<file path="src/rtl/axi_slv_pkg.sv">
// Shared definitions for the AXI burst slave memory.
// Holds the two response codes driven on BRESP/RRESP and the state
// enumerations for the independent write and read FSMs.
package axi_slv_pkg;

  localparam logic [1:0] RESP_OKAY   = 2'b00;
  localparam logic [1:0] RESP_SLVERR = 2'b10;

  typedef enum logic [1:0] {
    W_IDLE,
    W_DATA,
    W_RESP
  } wrState_e;

  typedef enum logic {
    R_IDLE,
    R_DATA
  } rdState_e;

endpackage

</file>
<file path="src/rtl/axi_slv_mem_array.sv">
// Byte-enabled register array backing the AXI slave memory.
// The array is cleared asynchronously while reset is low. It has one
// byte-enabled write port and one combinational read port. The caller
// registers the read data, so a read and a write to the same word on the
// same edge return the old contents.
// Ports:
//   clk_i    - clock, rising edge
//   rstN_i   - asynchronous active-low clear of the whole array
//   we_i     - write enable for this edge
//   wIdx_i   - word index written
//   wStrb_i  - one enable bit per byte lane
//   wData_i  - write data
//   rIdx_i   - word index read
//   rData_o  - combinational read data
module axi_slv_mem_array #(
  parameter int DATA_W = 32,
  parameter int DEPTH  = 64,
  parameter int IDX_W  = 6
) (
  input  logic                  clk_i,
  input  logic                  rstN_i,
  input  logic                  we_i,
  input  logic [IDX_W-1:0]      wIdx_i,
  input  logic [DATA_W/8-1:0]   wStrb_i,
  input  logic [DATA_W-1:0]     wData_i,
  input  logic [IDX_W-1:0]      rIdx_i,
  output logic [DATA_W-1:0]     rData_o
);

  logic [DATA_W-1:0] mem_q [DEPTH];

  // Storage: wiped on reset, otherwise only the strobed byte lanes of the
  // addressed word are updated.
  always_ff @(posedge clk_i or negedge rstN_i) begin
    if (!rstN_i) begin
      for (int i = 0; i < DEPTH; i++) begin
        mem_q[i] <= '0;
      end
    end else if (we_i) begin
      for (int b = 0; b < DATA_W/8; b++) begin
        if (wStrb_i[b]) begin
          mem_q[wIdx_i][b*8 +: 8] <= wData_i[b*8 +: 8];
        end
      end
    end
  end

  assign rData_o = mem_q[rIdx_i];

endmodule

</file>
<file path="src/rtl/axi_slave_burst_mem.sv">
// AXI slave memory with incrementing write and read bursts.
// Independent write (AW/W/B) and read (AR/R) FSMs share one byte-enabled
// array. Addresses are word indices; a burst is LEN+1 beats.
// Optional feature: define AXI_SLV_ADDR_CHK_EN to flag any beat whose full
// address is >= DEPTH (writes suppressed with SLVERR, reads return zero with
// SLVERR). Without it the index simply wraps; DEPTH is expected to be a
// power of two so that wrapping is modulo DEPTH.
// Ports:
//   S_ACLK, S_ARRESET_N                      - clock, async active-low reset
//   M_AWVALID/M_AWADDR/M_AWLEN/S_AWREADY      - write address channel
//   M_WVALID/M_WDATA/M_WSTRB/M_WLAST/S_WREADY - write data channel
//   S_BVALID/S_BRESP/M_BREADY                 - write response channel
//   M_ARVALID/M_ARADDR/M_BLEN/S_ARREADY       - read address channel
//   S_RVALID/S_RDATA/S_RRESP/S_RLAST/M_RREADY - read data channel
module axi_slave_burst_mem
  import axi_slv_pkg::*;
#(
  parameter int DATA_W = 32,
  parameter int ADDR_W = 32,
  parameter int DEPTH  = 64,
  parameter int LEN_W  = 4
) (
  input  logic                S_ACLK,
  input  logic                S_ARRESET_N,
  input  logic                M_AWVALID,
  input  logic [ADDR_W-1:0]   M_AWADDR,
  input  logic [LEN_W-1:0]    M_AWLEN,
  output logic                S_AWREADY,
  input  logic                M_WVALID,
  input  logic [DATA_W-1:0]   M_WDATA,
  input  logic [DATA_W/8-1:0] M_WSTRB,
  input  logic                M_WLAST,
  output logic                S_WREADY,
  output logic                S_BVALID,
  output logic [1:0]          S_BRESP,
  input  logic                M_BREADY,
  input  logic                M_ARVALID,
  input  logic [ADDR_W-1:0]   M_ARADDR,
  input  logic [LEN_W-1:0]    M_BLEN,
  output logic                S_ARREADY,
  output logic                S_RVALID,
  output logic [DATA_W-1:0]   S_RDATA,
  output logic [1:0]          S_RRESP,
  output logic                S_RLAST,
  input  logic                M_RREADY
);

  localparam int IDX_W = (DEPTH > 1) ? $clog2(DEPTH) : 1;

  // Write path state
  wrState_e            wState_q, wState_d;
  logic [ADDR_W-1:0]   wAddr_q, wAddr_d;
  logic [LEN_W-1:0]    wLen_q, wLen_d;
  logic [LEN_W-1:0]    wCnt_q, wCnt_d;
  logic                wErr_q, wErr_d;
  logic                awReady_q, wReady_q, bValid_q;
  logic                wLastBeat, wOor, memWe;

  // Read path state
  rdState_e            rState_q, rState_d;
  logic [ADDR_W-1:0]   rAddr_q, rAddr_d;
  logic [LEN_W-1:0]    rLen_q, rLen_d;
  logic [LEN_W-1:0]    rCnt_q, rCnt_d;
  logic [DATA_W-1:0]   rData_q, rData_d;
  logic [1:0]          rResp_q, rResp_d;
  logic                arReady_q, rValid_q;
  logic [ADDR_W-1:0]   rAddrNext, rdAddr;
  logic                rdOor;
  logic [DATA_W-1:0]   memRdata, loadData;
  logic [1:0]          loadResp;

  axi_slv_mem_array #(
    .DATA_W (DATA_W),
    .DEPTH  (DEPTH),
    .IDX_W  (IDX_W)
  ) uMem (
    .clk_i   (S_ACLK),
    .rstN_i  (S_ARRESET_N),
    .we_i    (memWe),
    .wIdx_i  (wAddr_q[IDX_W-1:0]),
    .wStrb_i (M_WSTRB),
    .wData_i (M_WDATA),
    .rIdx_i  (rdAddr[IDX_W-1:0]),
    .rData_o (memRdata)
  );

  assign wLastBeat = (wCnt_q == wLen_q);
  assign rAddrNext = rAddr_q + 1'b1;
  // The read port looks at the incoming AR address while idle, and at the
  // following word while a burst is in flight, so the next beat is ready
  // the edge after each handshake.
  assign rdAddr    = (rState_q == R_IDLE) ? M_ARADDR : rAddrNext;

`ifdef AXI_SLV_ADDR_CHK_EN
  assign wOor  = (wAddr_q >= ADDR_W'(DEPTH));
  assign rdOor = (rdAddr >= ADDR_W'(DEPTH));
`else
  logic unusedRdAddrHigh;
  assign wOor  = 1'b0;
  assign rdOor = 1'b0;
  assign unusedRdAddrHigh = ^rdAddr;
`endif

  assign loadData = rdOor ? '0 : memRdata;
  assign loadResp = rdOor ? RESP_SLVERR : RESP_OKAY;

  // Write FSM next state: accept an address, take LEN+1 data beats (wait
  // cycles allowed), then hold the response until the master takes it.
  // A WLAST that disagrees with the beat count only marks the burst as
  // failed; the data is still stored.
  always_comb begin
    wState_d = wState_q;
    wAddr_d  = wAddr_q;
    wLen_d   = wLen_q;
    wCnt_d   = wCnt_q;
    wErr_d   = wErr_q;
    memWe    = 1'b0;
    case (wState_q)
      W_IDLE: begin
        if (awReady_q && M_AWVALID) begin
          wAddr_d  = M_AWADDR;
          wLen_d   = M_AWLEN;
          wCnt_d   = '0;
          wErr_d   = 1'b0;
          wState_d = W_DATA;
        end
      end
      W_DATA: begin
        if (wReady_q && M_WVALID) begin
          memWe   = !wOor;
          wAddr_d = wAddr_q + 1'b1;
          wCnt_d  = wCnt_q + 1'b1;
          if ((M_WLAST != wLastBeat) || wOor) begin
            wErr_d = 1'b1;
          end
          if (wLastBeat) begin
            wState_d = W_RESP;
          end
        end
      end
      W_RESP: begin
        if (bValid_q && M_BREADY) begin
          wState_d = W_IDLE;
        end
      end
      default: wState_d = W_IDLE;
    endcase
  end

  // Write FSM registers. The channel handshake flags are registered copies
  // of the next state, so they are all low in reset and AWREADY rises on
  // the first edge after release.
  always_ff @(posedge S_ACLK or negedge S_ARRESET_N) begin
    if (!S_ARRESET_N) begin
      wState_q  <= W_IDLE;
      wAddr_q   <= '0;
      wLen_q    <= '0;
      wCnt_q    <= '0;
      wErr_q    <= 1'b0;
      awReady_q <= 1'b0;
      wReady_q  <= 1'b0;
      bValid_q  <= 1'b0;
    end else begin
      wState_q  <= wState_d;
      wAddr_q   <= wAddr_d;
      wLen_q    <= wLen_d;
      wCnt_q    <= wCnt_d;
      wErr_q    <= wErr_d;
      awReady_q <= (wState_d == W_IDLE);
      wReady_q  <= (wState_d == W_DATA);
      bValid_q  <= (wState_d == W_RESP);
    end
  end

  // Read FSM next state: on AR capture the burst and preload beat 0; on
  // each R handshake either finish or preload the following word. Data and
  // response only change on a handshake, so they hold through stalls.
  always_comb begin
    rState_d = rState_q;
    rAddr_d  = rAddr_q;
    rLen_d   = rLen_q;
    rCnt_d   = rCnt_q;
    rData_d  = rData_q;
    rResp_d  = rResp_q;
    case (rState_q)
      R_IDLE: begin
        if (arReady_q && M_ARVALID) begin
          rAddr_d  = M_ARADDR;
          rLen_d   = M_BLEN;
          rCnt_d   = '0;
          rData_d  = loadData;
          rResp_d  = loadResp;
          rState_d = R_DATA;
        end
      end
      R_DATA: begin
        if (rValid_q && M_RREADY) begin
          if (rCnt_q == rLen_q) begin
            rState_d = R_IDLE;
          end else begin
            rAddr_d = rAddrNext;
            rCnt_d  = rCnt_q + 1'b1;
            rData_d = loadData;
            rResp_d = loadResp;
          end
        end
      end
      default: rState_d = R_IDLE;
    endcase
  end

  // Read FSM registers, with ARREADY/RVALID derived from the next state in
  // the same way as the write side.
  always_ff @(posedge S_ACLK or negedge S_ARRESET_N) begin
    if (!S_ARRESET_N) begin
      rState_q  <= R_IDLE;
      rAddr_q   <= '0;
      rLen_q    <= '0;
      rCnt_q    <= '0;
      rData_q   <= '0;
      rResp_q   <= RESP_OKAY;
      arReady_q <= 1'b0;
      rValid_q  <= 1'b0;
    end else begin
      rState_q  <= rState_d;
      rAddr_q   <= rAddr_d;
      rLen_q    <= rLen_d;
      rCnt_q    <= rCnt_d;
      rData_q   <= rData_d;
      rResp_q   <= rResp_d;
      arReady_q <= (rState_d == R_IDLE);
      rValid_q  <= (rState_d == R_DATA);
    end
  end

  assign S_AWREADY = awReady_q;
  assign S_WREADY  = wReady_q;
  assign S_BVALID  = bValid_q;
  assign S_BRESP   = (bValid_q && wErr_q) ? RESP_SLVERR : RESP_OKAY;
  assign S_ARREADY = arReady_q;
  assign S_RVALID  = rValid_q;
  assign S_RDATA   = rData_q;
  assign S_RRESP   = rResp_q;
  assign S_RLAST   = rValid_q && (rCnt_q == rLen_q);

endmodule

</file>
<file path="config.mk">
export PLATFORM = sky130hd
export DESIGN_NAME = axi_slave_burst_mem
export DESIGN_NICKNAME = d
export VERILOG_FILES = /design/src/rtl/axi_slv_pkg.sv /design/src/rtl/axi_slv_mem_array.sv /design/src/rtl/axi_slave_burst_mem.sv
export SDC_FILE = /design/constraint.sdc
export NUM_CORES = 2
export LEC_CHECK = 0
export CORE_MARGIN = 3
export CORE_UTILIZATION = 35
export DETAILED_ROUTE_END_ITERATION = 10
export PLACE_DENSITY = 0.53
export REMOVE_ABC_BUFFERS = 1
export SETUP_SLACK_MARGIN = 0.1
export SLEW_MARGIN = 30
export SYNTH_ARGS = -nofsm -noshare
export SYNTH_HDL_FRONTEND = slang
export SYNTH_HIERARCHICAL = 1
export SYNTH_SLANG_ARGS = --single-unit
</file>
<file path="constraint.sdc">
create_clock -name S_ACLK -period 2.98 [get_ports S_ACLK]
set_clock_uncertainty 0.2 [all_clocks]
set_input_delay 0.298 -clock S_ACLK [delete_from_list [all_inputs] [get_ports S_ACLK]]
set_output_delay 0.298 -clock S_ACLK [all_outputs]
set_load 0.02 [all_outputs]
</file>
==> metrics.txt <==
setup repair after global routing missed its margin=yes; wirelength, routed=315500 um; maximum clock rate=296.6 MHz; number of different library cells in the post-synthesis netlist=62; cell family with most CP delay=multiplexers; nature of the critical path startpoint=flop; total CTS buffers=~240; Detailed Routing Iterations Pass 1=5; WP data required=3530 ps; most prevalent standard cell on the critical path=sky130_fd_sc_hd__buf_12; WP data arrival=between 3000 and 4000 ps; Core Region=between 0.2 and 0.3 mm^2; post-synth design cell area=0.09636 mm^2; max-slew headroom at the worst pin=35.41%; delay of the slowest critical-path stage=roughly 540 ps; share of Yosys cell area claimed by the top area cell type=a little over half; share of the clock period used by the worst path=113.1%; initial standard-cell utilization of the core=35.19%; Yosys warning count=6; clk sinks=roughly 2.1k; most frequent standard cell in the layout excluding fill and tap cells=sky130_fd_sc_hd__dfrtp_1; via count of the first global-routing pass=61.49k; top sig layer=met5; vias post-DR=58.89k; number of hold-slack violations in the final timing report=0; leakage power=about 57 nW; outcome=finished with violations; filler cell count in the final layout=24.37k; final count of negative-setup-slack endpoints=32; Top Ports=158; routability congestion estimate=between 0.9 and 1; Max-cap violations=0; min-delay worst type=in2reg; Detail Route met2 WL=146500 um; Storage cell area=between 0.05 and 0.06 mm^2; post-route insts no fill=10.79k; share of the yosys chip area belonging to registers=54.95%; initial DRC count=roughly 4.4k; routed length on met3=14910 um; area growth from synthesis to layout=25.35%; CP max stage cell=sky130_fd_sc_hd__mux4_2; Via-to-Cell Ratio=5.457; global-route usage over all layers=21.89%; slew at the pin with the worst max-slew slack=968.9 ps; Die X-Extent=between 500 and 600 um; Avg Inst Size Synth=15.64 um^2; post-route met1 wirelength=between 100000 and 150000 um; root buffer selected by CTS=sky130_fd_sc_hd__clkbuf_16; highest ir drop seen on vdd=0.0005807 V; Post-synth EDFFs=0; antenna violations before repair=12; CP max FO=10; final cell area excluding filler cells=0.1208 mm^2; average wire per cell in the routed design=29.24 um; sum of overflow across all layers after global routing=0; number of buffers on the longest clock path=4; CP Class=reg2reg; CTS tree=yes; flip-flop and latch count after synthesis=2116; cells taking the most area after synthesis=sky130_fd_sc_hd__dfrtp_1, sky130_fd_sc_hd__mux2_2, sky130_fd_sc_hd__mux4_2, sky130_fd_sc_hd__clkbuf_1, sky130_fd_sc_hd__nor2_2; setup ws final=-391.2 ps; maximum level of the CTS H-tree=4; violations in the final reports=setup timing; commonest cells after routing, fill and taps aside=sky130_fd_sc_hd__dfrtp_1, sky130_fd_sc_hd__mux2_2, sky130_fd_sc_hd__buf_4, sky130_fd_sc_hd__mux4_2, sky130_fd_sc_hd__buf_12; full die area=0.2817 mm^2; fraction of layout instances using a drive strength above 1=59.38%; clock latency of the later-clocked register in the worst-skew pair=between 900 and 1000 ps; most used flip-flop cell after synthesis=sky130_fd_sc_hd__dfrtp_1; post-layout min period=roughly 3400 ps; area of the multi-input gates=0.04266 mm^2; total count of max-transition violations in the final report=0; crit end category=flop; cell type with the largest total area after synthesis=sky130_fd_sc_hd__dfrtp_1; Port-buffer cells=102; Total Negative Setup Slacks=-8906 ps; power density relative to cell area=956.1 mW/mm^2; number of instances in the synthesized netlist=6162; chip height=530.7 um; net count reported at finish=roughly 7k; Clk pin slew, worst setup/hold paths=60 ps; final core occ=between 40% and 50%; number of nets with antenna violations after detailed routing=0; DRC viols=0; number of placed instances with taps included=10.21k; fraction of registers with async set/reset=100.0%; global-route wire length before repair=between 400000 and 500000 um; maximum number of pins on one net before global-route repair=132; post-place instance area=0.1091 mm^2; CP bufs+invs=5; ordered cell list for the critical path=buf_6, mux2i_4, buf_12, buf_12, buf_12, buf_12, mux4_2, mux4_2, o22ai_2, nor2_1, mux2_4; post-detailed-placement half-perimeter wirelength=212600 um; placement row count=192
==> report_power, final <==
group          internal (W)  switching [W]
clock network        0.0179         0.0123
logic                0.0241         0.0250
registers            0.0334        0.00283
==> per-layer routing <==
metal	up-vias	GRT usage [%]
li1	24700	-
met1	32380	31.38
met2	1381	34.40
met3	427	3.260
met4	4	6.561
met5	-	0
==> path summary, 6_finish.rpt <==
| check | startpoint | endpoint | slack [ps] | cells past startpoint |
|---|---|---|---|---|
| max | rAddr_q[0]$_DFFE_PN0P_ | S_RDATA[29]$_DFFE_PN0P_ | -390 | 11 |
| min | M_WDATA[4] | uMem/mem_q[4]$_DFFE_PN0P_ | 80 | 2 |
| max reg2reg | rAddr_q[0]$_DFFE_PN0P_ | S_RDATA[29]$_DFFE_PN0P_ | -390 | 11 |
| min reg2reg | uMem/mem_q[993]$_DFFE_PN0P_ | uMem/mem_q[993]$_DFFE_PN0P_ | 290 | 1 |
| max in group asynchronous | S_ARRESET_N | uMem/mem_q[423]$_DFFE_PN0P_ | 1040 | 5 |
| min in group asynchronous | S_ARRESET_N | uMem/mem_q[874]$_DFFE_PN0P_ | 590 | 4 |
==> repair_timing <==
action / in CTS / in global routing
gates resized for setup: 144 / 230
hold endpoints to repair: 2904 / 0
hold buffers: 52 / 0
buffers inserted: 15 / 68
pin swaps: 8 / 51
setup endpoints to repair: 171 / 473
gates cloned: 10 / 14
==> stage by stage <==
stage          hold slack (ps)  worst slack [ps]  total power [W]
5_1_grt                  40.61            -433.8           0.1201
6_report                 82.13            -391.2           0.1155
3_3_place_gp             33.31            -824.2          0.07823
2_1_floorplan           -197.6            -43820          0.04908
3_5_place_dp             35.69            -874.9          0.07865
4_1_cts                  13.19            -377.4           0.1119
==> kinds of logic after synthesis <==
group	count (synthesis)	synth area share (%)
muxes	2714	37.81
DFF	2116	54.95
and+or+nand+nor	592	3.064
buffers and inverters	460	2.222
AOI/OAI and AO/OA	261	1.771
xor gates and xnor gates	14	0.1272
adders and majority gates	4	0.05194
other	1	0.003892
==> Yosys cell counts, drive strengths merged, types with 3 or more instances <==
| library cell | number |
|---|---|
| a41o | 3 |
| nand3 | 21 |
| nor3b | 6 |
| nor2 | 269 |
| nand2b | 16 |
| and3b | 3 |
| clkbuf | 268 |
| a21o | 3 |
| nand3b | 4 |
| ha | 4 |
| or3b | 8 |
| o211ai | 9 |
| mux2 | 2112 |
| buf | 187 |
| o221ai | 17 |
| a211oi | 4 |
| nand2 | 183 |
| o21ai | 28 |
| nor4 | 24 |
| a221o | 3 |
| nor3 | 25 |
| a22oi | 6 |
| dfrtp | 2116 |
| inv | 5 |
| a31oi | 3 |
| o22a | 12 |
| and2 | 11 |
| or3 | 4 |
| mux4 | 518 |
| o22ai | 120 |
| and3 | 3 |
| o21a | 4 |
| a21oi | 41 |
| mux2i | 84 |
| xor2 | 12 |
| nor2b | 8 |
==> cell type report <==
type	count	share of cell area (%)
flip-flops and latches	2116	43.84
multi-input cells	3589	35.32
repair buffers	1062	10.46
clock buffers	353	5.835
well taps	3589	3.718
clock inverters	71	0.8028
inverters	5	0.01554
diodes	6	0.01243
==> registers in the layout, indices dropped and copies added (netlist names), 2 cells and up <==
name and flops:
S_RDATA 32, rAddr_q 6, rCnt_q 4, rLen_q 4, uMem/mem_q 2048, wAddr_q 6, wCnt_q 4, wLen_q 4
wState_q 2
Note: power is estimated with default switching activity, not from simulation.
